[config.mk]
export PLATFORM = sky130hd
export DESIGN_NAME = mest_pro_ctrl
export DESIGN_NICKNAME = d
export VERILOG_FILES = /design/src/rtl/mest_pro_ctrl_pkg.sv /design/src/rtl/mest_pro_ret_stack.sv /design/src/rtl/mest_pro_ctrl.sv
export SDC_FILE = /design/constraint.sdc
export NUM_CORES = 1
export LEC_CHECK = 0
export ABC_AREA = 1
export ABC_CLOCK_PERIOD_IN_PS = 3800
export CAP_MARGIN = 20
export CELL_PAD_IN_SITES_DETAIL_PLACEMENT = 0
export CELL_PAD_IN_SITES_GLOBAL_PLACEMENT = 2
export CORE_MARGIN = 4
export CORE_UTILIZATION = 30
export DETAILED_ROUTE_END_ITERATION = 8
export GPL_TIMING_DRIVEN = 0
export PLACE_DENSITY_LB_ADDON = 0.25
export SETUP_SLACK_MARGIN = 0.5
export SLEW_MARGIN = 25
export SYNTH_ARGS = -nofsm -noshare
export SYNTH_HDL_FRONTEND = slang
export SYNTH_SLANG_ARGS = --single-unit
[constraint.sdc]
create_clock -name clk -period 3.8 [get_ports clk]
set_clock_uncertainty 0.05 [all_clocks]
set_input_delay 0.76 -clock clk [delete_from_list [all_inputs] [get_ports clk]]
set_output_delay 0.76 -clock clk [all_outputs]
set_load 0.1 [all_outputs]
[src/rtl/mest_pro_ctrl_pkg.sv]
// Shared types and constants for the mest_pro instruction sequencer:
// FSM state encoding, fault codes and instruction word field layout.
package mest_pro_ctrl_pkg;

    typedef enum logic [2:0] {
        IDLE,
        FETCH,
        LOAD,
        ISSUE,
        WAIT,
        HALTED,
        ERROR
    } state_e;

    localparam logic [1:0] ERR_NONE    = 2'b00;
    localparam logic [1:0] ERR_STK_OVF = 2'b01;
    localparam logic [1:0] ERR_STK_UNF = 2'b10;
    localparam logic [1:0] ERR_TIMEOUT = 2'b11;

    localparam int INSTR_W = 20;
    localparam int OPC_W   = 4;
    localparam int OPND_W  = 8;
    localparam int OPC_LSB = 16;
    localparam int OP1_LSB = 8;
    localparam int OP2_LSB = 0;

    function automatic logic state_is_busy(input state_e s);
        return (s == FETCH) || (s == LOAD) || (s == ISSUE) || (s == WAIT);
    endfunction

endpackage

[src/rtl/mest_pro_ret_stack.sv]
// Return-address stack for the sequencer. Push and pop are never
// requested together; overflow/underflow are guarded by the caller.
module mest_pro_ret_stack #(
    parameter int DEPTH = 4,
    parameter int W     = 8
) (
    input  logic         clk,
    input  logic         rst,
    input  logic         i_clr,
    input  logic         i_push,
    input  logic         i_pop,
    input  logic [W-1:0] i_data,
    output logic [W-1:0] o_top,
    output logic         o_full,
    output logic         o_empty
);

    localparam int CNT_W = $clog2(DEPTH + 1);
    localparam int IDX_W = (DEPTH > 1) ? $clog2(DEPTH) : 1;

    logic [W-1:0]     mem_q [DEPTH];
    logic [W-1:0]     mem_d [DEPTH];
    logic [CNT_W-1:0] cnt_q;
    logic [CNT_W-1:0] cnt_d;

    always_comb begin
        mem_d = mem_q;
        cnt_d = cnt_q;
        if (i_clr) begin
            cnt_d = '0;
        end else if (i_push && !o_full) begin
            mem_d[IDX_W'(cnt_q)] = i_data;
            cnt_d                = cnt_q + 1'b1;
        end else if (i_pop && !o_empty) begin
            cnt_d = cnt_q - 1'b1;
        end
    end

    always_ff @(posedge clk or posedge rst) begin
        if (rst) begin
            cnt_q <= '0;
            for (int i = 0; i < DEPTH; i++) mem_q[i] <= '0;
        end else begin
            cnt_q <= cnt_d;
            mem_q <= mem_d;
        end
    end

    assign o_full  = (cnt_q == CNT_W'(DEPTH));
    assign o_empty = (cnt_q == '0);
    assign o_top   = o_empty ? '0 : mem_q[IDX_W'(cnt_q - 1'b1)];

endmodule

[src/rtl/mest_pro_ctrl.sv]
// Instruction sequencer: fetch / load / issue / wait loop with a return
// stack, exec-done watchdog and latched fault reporting.
module mest_pro_ctrl
    import mest_pro_ctrl_pkg::*;
#(
    parameter int PC_W      = 8,
    parameter int STK_DEPTH = 4,
    parameter int TMO_CYC   = 15
) (
    input  logic              clk,
    input  logic              i_reset,
    input  logic              i_start,
    input  logic [PC_W-1:0]   i_start_pc,
    output logic              o_imem_rd,
    output logic [PC_W-1:0]   o_imem_addr,
    input  logic [19:0]       i_imem_data,
    output logic              o_execute,
    output logic [3:0]        o_op_code,
    output logic [7:0]        o_operand1,
    output logic [7:0]        o_operand2,
    input  logic              i_exec_done,
    input  logic              i_jump,
    input  logic              i_return_pc,
    input  logic              i_end_of_code,
    output logic [PC_W-1:0]   o_pc,
    output logic              o_busy,
    output logic              o_halted,
    output logic              o_error,
    output logic [1:0]        o_err_code
);

    localparam int WD_W = $clog2(TMO_CYC + 1);

    state_e               state_q, state_d;
    logic [PC_W-1:0]      pc_q, pc_d;
    logic [INSTR_W-1:0]   ir_q, ir_d;
    logic [WD_W-1:0]      wd_q, wd_d;
    logic                 imem_rd_q, imem_rd_d;
    logic                 execute_q, execute_d;
    logic                 busy_q, busy_d;
    logic                 halted_q, halted_d;
    logic                 error_q, error_d;
    logic [1:0]           err_code_q, err_code_d;

    logic                 stk_clr, stk_push, stk_pop;
    logic                 stk_full, stk_empty;
    logic [PC_W-1:0]      stk_top;
    logic [PC_W-1:0]      pc_inc;
    logic [PC_W-1:0]      jump_target;

    assign pc_inc      = pc_q + 1'b1;
    assign jump_target = PC_W'(ir_q[OP1_LSB +: OPND_W]);

    mest_pro_ret_stack #(
        .DEPTH (STK_DEPTH),
        .W     (PC_W)
    ) u_stk (
        .clk     (clk),
        .rst     (i_reset),
        .i_clr   (stk_clr),
        .i_push  (stk_push),
        .i_pop   (stk_pop),
        .i_data  (pc_inc),
        .o_top   (stk_top),
        .o_full  (stk_full),
        .o_empty (stk_empty)
    );

    always_comb begin
        state_d    = state_q;
        pc_d       = pc_q;
        ir_d       = ir_q;
        wd_d       = wd_q;
        halted_d   = halted_q;
        error_d    = error_q;
        err_code_d = err_code_q;
        stk_clr    = 1'b0;
        stk_push   = 1'b0;
        stk_pop    = 1'b0;

        case (state_q)
            IDLE, HALTED, ERROR: begin
                if (i_start) begin
                    state_d    = FETCH;
                    pc_d       = i_start_pc;
                    stk_clr    = 1'b1;
                    halted_d   = 1'b0;
                    error_d    = 1'b0;
                    err_code_d = ERR_NONE;
                end
            end
            FETCH: state_d = LOAD;
            LOAD: begin
                ir_d    = i_imem_data;
                state_d = ISSUE;
            end
            // A done pulse seen during ISSUE belongs to nothing we issued yet.
            ISSUE: begin
                wd_d    = '0;
                state_d = WAIT;
            end
            WAIT: begin
                if (i_exec_done) begin
                    wd_d = '0;
                    if (i_end_of_code) begin
                        state_d  = HALTED;
                        halted_d = 1'b1;
                    end else if (i_return_pc) begin
                        if (stk_empty) begin
                            state_d    = ERROR;
                            error_d    = 1'b1;
                            err_code_d = ERR_STK_UNF;
                        end else begin
                            stk_pop = 1'b1;
                            pc_d    = stk_top;
                            state_d = FETCH;
                        end
                    end else if (i_jump) begin
                        if (stk_full) begin
                            state_d    = ERROR;
                            error_d    = 1'b1;
                            err_code_d = ERR_STK_OVF;
                        end else begin
                            stk_push = 1'b1;
                            pc_d     = jump_target;
                            state_d  = FETCH;
                        end
                    end else begin
                        pc_d    = pc_inc;
                        state_d = FETCH;
                    end
                end else if (wd_q == WD_W'(TMO_CYC - 1)) begin
                    wd_d       = '0;
                    state_d    = ERROR;
                    error_d    = 1'b1;
                    err_code_d = ERR_TIMEOUT;
                end else begin
                    wd_d = wd_q + 1'b1;
                end
            end
            default: state_d = IDLE;
        endcase

        imem_rd_d = (state_d == FETCH);
        execute_d = (state_d == ISSUE);
        busy_d    = state_is_busy(state_d);
    end

    always_ff @(posedge clk or posedge i_reset) begin
        if (i_reset) begin
            state_q    <= IDLE;
            pc_q       <= '0;
            ir_q       <= '0;
            wd_q       <= '0;
            imem_rd_q  <= 1'b0;
            execute_q  <= 1'b0;
            busy_q     <= 1'b0;
            halted_q   <= 1'b0;
            error_q    <= 1'b0;
            err_code_q <= ERR_NONE;
        end else begin
            state_q    <= state_d;
            pc_q       <= pc_d;
            ir_q       <= ir_d;
            wd_q       <= wd_d;
            imem_rd_q  <= imem_rd_d;
            execute_q  <= execute_d;
            busy_q     <= busy_d;
            halted_q   <= halted_d;
            error_q    <= error_d;
            err_code_q <= err_code_d;
        end
    end

    assign o_imem_rd   = imem_rd_q;
    assign o_imem_addr = pc_q;
    assign o_execute   = execute_q;
    assign o_op_code   = ir_q[OPC_LSB +: OPC_W];
    assign o_operand1  = ir_q[OP1_LSB +: OPND_W];
    assign o_operand2  = ir_q[OP2_LSB +: OPND_W];
    assign o_pc        = pc_q;
    assign o_busy      = busy_q;
    assign o_halted    = halted_q;
    assign o_error     = error_q;
    assign o_err_code  = err_code_q;

endmodule
==> out/qor_table.md, run 1 <==
| Step | Result | Reported |
|---|---|---|
| sta | Final Max Slew Viols | 0 |
| synth | Most common cell in the netlist | sky130_fd_sc_hd__nand2_1 |
| synth | Leading post-synthesis cells by instance count | 206 x sky130_fd_sc_hd__nand2_1, 77 x sky130_fd_sc_hd__dfrtp_1, 54 x sky130_fd_sc_hd__inv_1, 45 x sky130_fd_sc_hd__o21ai_0, 37 x sky130_fd_sc_hd__nand3_1 |
| cells and area | Layout Cell Area excl Fill | 0.00546 sq mm |
| setup path | Critical path launch point type | register |
| die | DIE AREA | 0.0156 sq mm |
| synth | Yosys warnings | 0 |
| synth | Synthesized flop and latch total | 77 |
| sta | Final worst hold slack | 0.418 ns |
| cells and area | Number of diodes added for antenna fixing | 0 |
| clocking | TritonCTS buffer count | 9 |
| grt | Global-route wire length before repair | 20,000 microns |
| setup path | Type of the worst setup path | register to primary output |
| routing | DRC violation count after routing | 0 |
| setup path | Maximum cell stage delay along the critical path | 1.12 ns |
| synth | Synthesized-area fraction occupied by ao, oa, aoi and oai cells | 10.7% |
| synth | Top post-synthesis cells by area | sky130_fd_sc_hd__dfrtp_1 47%, sky130_fd_sc_hd__nand2_1 19%, sky130_fd_sc_hd__o21ai_0 5.5% |
| sta | Top achievable clock speed | 0.343 GHz |
| die | Number of top-level design ports | 78 |
| synth | Number of distinct library cell variants in the gate-level netlist after synthesis | 34 |
| setup path | Number of cells on the critical path | 2 |
| clocking | Number of cells upsized or downsized after cts | 0 |
| cells and area | Area growth from synthesis to layout | 32.9% |
| setup path | CP Max Fanout | 8 |
| sta | Pin slew with the least headroom to its limit | 1.01 ns |
| clocking | Clk pin slew, worst setup/hold paths | 0.06 ns |
| routing | Total via count in the routed design | 3,649 |
| setup path | Worst r2r dst | o_imem_addr[4]$_DFFE_PP0P_ |
| clocking | CTS Hold Bufs | 0 |
| setup path | Data required, critical path | 2.99 ns |
| placed design | Total cell area at the placement stage | 0.00511 sq mm |
| clocking | H-tree depth | 3 |
| synth | Post-synthesis cell area | 0.00411 sq mm |
| die | Core area | 0.0133 sq mm |
| cells and area | Total Nets Final | 672 |
| setup path | Reg2reg path depth | 11 |
| synth | Post-synthesis xor/xnor area fraction | 0.639% |
| placed design | IO buf count | 76 |
| placed design | Final estimated routing congestion in global placement | 0.813 |
| grt | Vias in the first global route | 3,802 |
| clocking | Clock tree from TritonCTS | built |
| synth | Avg Cell Area, Syn | 7.60 sq um |
| setup path | Critical Path AT | 2.10 ns |
| die | Die span in x | 125 microns |
| setup path | Timing startpoint of the critical path | o_imem_addr[2]$_DFFE_PP0P_ |
| sta | Final period utilization | 76.7% |
| clocking | Clock net sink count | 77 |
| setup path | Minimum setup slack among reg-to-reg paths | 1.11 ns |
| routing | Iteration-0 DRC count of the detailed router | 183 |
| synth | Share of async-settable or async-resettable flops after synthesis | 100% |
| setup path | Buf+Inv Stages, Crit Path | 2 |
| grt | Aggregate global routing overflow | 0 |
| setup path | Critical Path Sink Type | primary output |
| clocking | Number of buffers on the longest clock path | 2 |
| cells and area | Total of fill cells in the finished design | 1,454 |
| setup path | Startpoint of the worst-slack reg-to-reg timing path | u_stk.cnt_q[0]$_DFFE_PP0P_ |
| routing | Routed WL per cell | 14.8 microns |
| synth | Adder and majority cell fraction of the synthesized area | 2.44% |
| synth | Post-synthesis sequential area ratio | 46.9% |
| synth | Share of synthesized cell area in and, or, nand and nor gates | 29.6% |
| die | Die Ht | 125 microns |
| routing | Final wirelength | 12,000 microns |
| synth | Share of the synthesized area in the top cell type | 46.9% |
| placed design | Detailed Place HPWL | 8900 microns |
| synth | Number of enable flip-flop cells after synthesis | 0 |
| sta | Period minus WS final | 2.91 ns |
| clocking | Setup bufs post-CTS | 0 |
| setup path | Top Family by Delay on Critical Path | buffers and inverters |
| clocking | Clock latency of the later-clocked register in the worst-skew pair | 0.34 ns |
| synth | Cells after Synth | 541 |
| cells and area | Share of post-route cells with drive strength above 1 | 8.52% |
| die | Initial Utilization | 30.8% |
| setup path | Crit path cell chain | buf_4 > clkdlybuf4s50_1 |
| setup path | Standard cell with the maximum stage delay on the critical path | sky130_fd_sc_hd__clkdlybuf4s50_1 |
| synth | Post-synth top flop | sky130_fd_sc_hd__dfrtp_1 |
| die | Placement Rows | 42 |
| routing | Detailed-router iteration count before antenna repair | 4 |
| status | Status | complete, no violations |
| synth | Main combinational cell family by area after synthesis | simple AND/OR/NAND/NOR gates |
| synth | Mapped Nets | 584 |
| routing | Via density per instance | 4.50 |
| synth | Cell taking the most area after synthesis | sky130_fd_sc_hd__dfrtp_1 |
| sta | Final setup violating endpoints | 0 |
| sta | Setup repair after global routing missed its margin | false |
| job | Reported max-cap violation count | 0 |
| clocking | Clock tree root buffer cell | sky130_fd_sc_hd__clkbuf_16 |
| sta | Worst-case headroom to the max-slew limit | 32.5% |
| grt | GRT Total Usage | 16.1% |
| synth | Fraction of synthesized area in multiplexers | 0% |
| routing | Final antenna-violating net count | 0 |
| worst hold path | Min-delay worst type | register to register |
| grt | Largest net degree at the start of global routing | 43 |
| setup path | Termination of the worst setup path | o_pc[2] |
| grt | Initial antenna violation count | 0 |
| sta | Final-report hold violation count | 0 |
[metrics by stage]
step / util, % / setup WS (ns) / instances / TNS [ns]
after floorplan: - / 1.02 / 541 / 0
after global placement: 38.1 / -0.524 / 793 / -40.01
after detailed placement: 38.3 / 1.12 / 794 / 0
after CTS: 40.9 / 0.864 / 810 / 0
after global routing: 40.9 / 0.804 / 810 / 0
final: 40.9 / 0.887 / 810 / 0
[registers in the layout (all words and copies together), names as in the netlist, 2 cells and up]
register	flops
ir_q	20
o_err_code	2
o_imem_addr	8
state_q	3
u_stk.cnt_q	3
u_stk.mem_q	32
wd_q	4
[worst register-to-register path: cells and delay by family, from the launching register on]
kind          cells  cell delay, ns
simple gates      7            0.60
buf+inv           3            1.21
flops             1            0.45
fa+ha+maj         1            0.26
[routing by layer]
metal | track usage (%) | routed length, microns | vias up
met5 | 0 | 0 | -
met3 | 5.54 | 847 | 12
li1 | - | - | 1875
met2 | 25.2 | 5330 | 99
met1 | 21.1 | 5630 | 1663
met4 | 4.66 | 174 | 0
[cell usage in the layout, fill, tap and decap left out, types with 2 or more instances in the layout]
| cell | n |
|---|---|
| sky130_fd_sc_hd__clkinvlp_4 | 2 |
| sky130_fd_sc_hd__inv_1 | 53 |
| sky130_fd_sc_hd__xnor2_1 | 2 |
| sky130_fd_sc_hd__nand2_2 | 3 |
| sky130_fd_sc_hd__dfrtp_1 | 77 |
| sky130_fd_sc_hd__o21ai_0 | 45 |
| sky130_fd_sc_hd__bufinv_16 | 3 |
| sky130_fd_sc_hd__o211ai_1 | 6 |
| sky130_fd_sc_hd__inv_2 | 3 |
| sky130_fd_sc_hd__nand3_1 | 37 |
| sky130_fd_sc_hd__o21a_1 | 8 |
| sky130_fd_sc_hd__a21oi_1 | 16 |
| sky130_fd_sc_hd__clkdlybuf4s50_1 | 76 |
| sky130_fd_sc_hd__nand4_1 | 3 |
| sky130_fd_sc_hd__buf_2 | 4 |
| sky130_fd_sc_hd__nor2_2 | 5 |
| sky130_fd_sc_hd__ha_1 | 8 |
| sky130_fd_sc_hd__buf_6 | 6 |
| sky130_fd_sc_hd__clkbuf_16 | 9 |
| sky130_fd_sc_hd__clkbuf_1 | 7 |
| sky130_fd_sc_hd__buf_4 | 9 |
| sky130_fd_sc_hd__nor2_1 | 24 |
| sky130_fd_sc_hd__nor2_4 | 2 |
| sky130_fd_sc_hd__nand2_1 | 206 |
| sky130_fd_sc_hd__nor3_1 | 3 |
[worst min path at each step]
stage	start	to	slack (ns)	cells after the start
final	o_err_code[0]$_DFFE_PP0P_	o_err_code[0]$_DFFE_PP0P_	0.42	2
after global routing	o_err_code[0]$_DFFE_PP0P_	o_err_code[0]$_DFFE_PP0P_	0.45	2
after CTS	o_err_code[0]$_DFFE_PP0P_	o_err_code[0]$_DFFE_PP0P_	0.43	2
after detailed placement	ir_q[18]$_DFFE_PP0N_	ir_q[18]$_DFFE_PP0N_	0.41	2
after global placement	ir_q[0]$_DFFE_PP0N_	ir_q[0]$_DFFE_PP0N_	0.40	2
after floorplan	u_stk.mem_q[12]$_DFFE_PP0P_	u_stk.mem_q[12]$_DFFE_PP0P_	0.40	2
[area by class of cell]
type	instances	area (sq um)	share of cell area, %
Multi-Input combinational cell	379	1780	32.6
Sequential cell	77	1930	35.3
Timing Repair Buffer	77	781	14.3
Buffer	27	185	3.39
Clock buffer	10	239	4.38
Inverter	58	220	4.03
Tap cell	176	220	4.03
Clock inverter	6	110	2.02
[cell families after synthesis]
family,count (synthesis)
compound gates,79
xor+xnor,3
simple gates,289
flops,77
fa+ha+maj,8
buf+inv,85
Power of run 1 is left out: the tool's default activity adds up to more than one toggle a clock period on the data nets, which glitch-free logic cannot reach.
==> inputs of run 2 (changes only) <==
--- a/config.mk
+++ b/config.mk
@@ -6,7 +6,7 @@
 export NUM_CORES = 1
 export LEC_CHECK = 0
 export ABC_AREA = 1
-export ABC_CLOCK_PERIOD_IN_PS = 3800
+export ABC_CLOCK_PERIOD_IN_PS = 3000
 export CAP_MARGIN = 20
 export CELL_PAD_IN_SITES_DETAIL_PLACEMENT = 0
 export CELL_PAD_IN_SITES_GLOBAL_PLACEMENT = 2
==> constraint.sdc (replaced) <==
create_clock -name clk -period 3 [get_ports clk]
set_clock_uncertainty 0.05 [all_clocks]
set_input_delay 0.6 -clock clk [delete_from_list [all_inputs] [get_ports clk]]
set_output_delay 0.6 -clock clk [all_outputs]
set_load 0.1 [all_outputs]
==> run 2 against run 1 <==
Effect of this change: non-clock buffer count up 1; cell count unchanged; global-route usage about the same; utilization fell by 0.49 points; clock-buffer cell count did not move; flip-flop and latch count is the same; register-to-register slack worse by 0.37 ns; first-iteration DRC count increased by 31%; wire length rose by 1.6%; sequential share of layout area rose by 0.45 points; highest routed layer unchanged.
==> out/qor_table.md, run 2 (synthesis results as in run 1) <==
| Step | Result | Reported | Delta |
|---|---|---|---|
| grt | Largest net degree at the start of global routing | 30 | -30% |
| cells and area | Total of fill cells in the finished design | 1,425 | -2.0% |
| placed design | Final estimated routing congestion in global placement | 0.837 | +2.9% |
| setup path | Type of the worst setup path | register to primary output |  |
| setup path | Critical Path AT | 1.81 ns | -0.29 ns |
| cells and area | Area growth from synthesis to layout | 31.3% |  |
| setup path | Maximum cell stage delay along the critical path | 1.13 ns | about the same |
| setup path | Standard cell with the maximum stage delay on the critical path | sky130_fd_sc_hd__clkdlybuf4s50_1 |  |
| cells and area | Most common cell after layout, fill and taps aside | sky130_fd_sc_hd__nand2_1 |  |
| setup path | Worst r2r dst | u_stk.mem_q[0]$_DFFE_PP0P_ |  |
| grt | Global-route wire length before repair | 19,700 microns | -1.4% |
| placed design | Dpl ws | 0.301 ns | -0.816 ns |
| worst hold path | Worst hold stages | 2 | unchanged |
| routing | Total via count in the routed design | 3,639 | -0.27% |
| placed design | IO buf count | 76 | unchanged |
| clocking | H-tree depth | 3 | unchanged |
| sta | Final-report hold violation count | 0 | unchanged |
| setup path | Top Family by Delay on Critical Path | buffers and inverters |  |
| routing | Iteration-0 DRC count of the detailed router | 239 | +31% |
| setup path | Crit path cell chain | clkdlybuf4s50_1 |  |
| clocking | Clk pin slew, worst setup/hold paths | 0.06 ns | about the same |
| cells and area | Total Nets Final | 673 | +0.15% |
| status | Status | complete, no violations |  |
| sta | Worst-case headroom to the max-slew limit | 33.6% | +1.1 points |
| routing | Final antenna-violating net count | 0 | unchanged |
| grt | Vias in the first global route | 3,722 | -2.1% |
| sta | Setup repair after global routing missed its margin | false |  |
| setup path | CP Max Fanout | 1 | -7 |
| grt | Aggregate global routing overflow | 0 | unchanged |
| worst hold path | Worst hold start | o_error$_DFFE_PP0P_ |  |
| sta | Pin slew with the least headroom to its limit | 0.999 ns | -0.0101 ns |
| cells and area | Largest register by flop count | u_stk.mem_q |  |
| sta | Final Max Slew Viols | 0 | unchanged |
| routing | DRC violation count after routing | 0 | unchanged |
| cells and area | FF/Latch Area | 0.00193 sq mm | about the same |
| sta | Final worst hold slack | 0.421 ns | +0.00210 ns |
| die | DIE AREA | 0.0156 sq mm | unchanged |
| sta | Period minus WS final | 2.46 ns |  |
| placed design | Detailed Place HPWL | 8950 microns | +0.52% |
| sta | Worst path setup slack after routing | 0.542 ns | -0.345 ns |
| worst hold path | Worst min-delay path endpoint | o_error$_DFFE_PP0P_ |  |
| sta | Setup TNS | 0 ns | unchanged |
| grt | Initial antenna violation count | 0 | unchanged |
| die | Initial Utilization | 30.8% | unchanged |
| clocking | Clock latency of the later-clocked register in the worst-skew pair | 0.34 ns | about the same |
| die | Die span in x | 125 microns | unchanged |
| clocking | Clock tree from TritonCTS | built |  |
| die | Die Ht | 125 microns | unchanged |
| job | Reported max-cap violation count | 0 | unchanged |
| sta | Final setup violating endpoints | 0 | unchanged |
| die | Placement Rows | 42 | unchanged |
| clocking | Clock net sink count | 77 | unchanged |
| setup path | Reg2reg path depth | 12 | +1 |
| setup path | Critical Path Sink Type | primary output |  |
| setup path | Critical path launch point type | register |  |
| routing | Routed WL per cell | 15.0 microns | +1.6% |
| cells and area | Number of diodes added for antenna fixing | 0 | unchanged |
| clocking | Number of buffers on the longest clock path | 2 | unchanged |
| die | Core area | 0.0133 sq mm | unchanged |
| worst hold path | Min-delay worst type | register to register |  |
| setup path | Buf+Inv Stages, Crit Path | 1 | -1 |
| sta | Final period utilization | 81.9% |  |
| setup path | Minimum setup slack among reg-to-reg paths | 0.74 ns | -0.37 ns |
| setup path | Data required, critical path | 2.35 ns | -0.64 ns |
| cells and area | Commonest cells after routing, fill and taps aside | 206 x sky130_fd_sc_hd__nand2_1, 76 x sky130_fd_sc_hd__dfrtp_1, 53 x sky130_fd_sc_hd__inv_1, 45 x sky130_fd_sc_hd__o21ai_0, 37 x sky130_fd_sc_hd__nand3_1 |  |
| grt | GRT Total Usage | 16.1% | +0.019 points |
| routing | Via density per instance | 4.49 | -0.27% |
| cells and area | Area of the multi-input gates | 0.00178 sq mm | +0.14% |
| routing | Final wirelength | 12,200 microns | +1.6% |
| sta | Top achievable clock speed | 0.407 GHz |  |
| cells and area | Max FFs per register | 32 | unchanged |
| cells and area | Share of post-route cells with drive strength above 1 | 9.15% | +0.63 points |
| die | Number of top-level design ports | 78 | unchanged |
| clocking | Clock tree root buffer cell | sky130_fd_sc_hd__clkbuf_16 |  |
| setup path | Startpoint of the worst-slack reg-to-reg timing path | u_stk.cnt_q[0]$_DFFE_PP0P_ |  |
| routing | Detailed-router iteration count before antenna repair | 4 | unchanged |
| clocking | TritonCTS buffer count | 9 | unchanged |
[run 2: cell count changes in the layout (fill, tap and decap cells not counted), moves of 2 or more]
| cell | previous run | this run |
|---|---|---|
| sky130_fd_sc_hd__clkdlybuf4s50_1 | 76 | 36 |
| sky130_fd_sc_hd__dlygate4sd2_1 | 0 | 30 |
| sky130_fd_sc_hd__dlymetal6s2s_1 | 0 | 7 |
| sky130_fd_sc_hd__bufinv_16 | 3 | 1 |
| sky130_fd_sc_hd__clkbuf_2 | 0 | 2 |
| sky130_fd_sc_hd__clkdlybuf4s15_1 | 0 | 2 |
| sky130_fd_sc_hd__clkinv_2 | 1 | 3 |
[run 2: worst max-delay path by stage]
stage	startpoint	end	slack, ns	cells after the start
final	o_execute$_DFF_PP0_	o_execute	0.54	1
after global routing	o_imem_addr[3]$_DFFE_PP0P_	o_pc[3]	0.50	2
after CTS	o_err_code[1]$_DFFE_PP0P_	o_err_code[1]	0.50	1
after detailed placement	u_stk.cnt_q[0]$_DFFE_PP0P_	o_imem_addr[4]$_DFFE_PP0P_	0.30	11
after global placement	u_stk.cnt_q[0]$_DFFE_PP0P_	o_imem_addr[4]$_DFFE_PP0P_	0.30	11
after floorplan	o_imem_addr[1]$_DFFE_PP0P_	o_imem_addr[6]$_DFFE_PP0P_	0.82	10
[run 2: final cells by class]
cell class,count,area share [%]
Tap cell,176,4.08
Sequential cell,77,35.7
Buffer,27,3.48
Clock buffer,10,4.24
Timing Repair Buffer,78,14.4
Multi-Input combinational cell,379,33.0
Clock inverter,5,0.974
Inverter,58,4.10
[run 2: routing by layer]
layer  up-vias  GRT usage, %  part of all wire (%)
met5         -             0                     0
met4         0          4.85                   1.2
met3        12          5.88                   7.5
met2       102          24.4                    44
met1      1646          21.6                    47
li1       1879             -                     -
[run 2: what timing repair did]
| action | CTS | global route |
|---|---|---|
| endpoints found under the setup margin | 51 | 43 |
| setup buffers | 0 | 0 |
| resized for setup | 35 | 14 |
| hold buffers | 0 | 0 |
[run 2: per-stage QoR]
stage                     cells  cell area [sq um]  util, %
after floorplan             541               4110        -
after global placement      793               5090     38.2
after detailed placement    795               5130     38.5
after CTS                   810               5380     40.3
after global routing        810               5400     40.4
final                       810               5400     40.4
Power of run 2 is left out for the same reason.
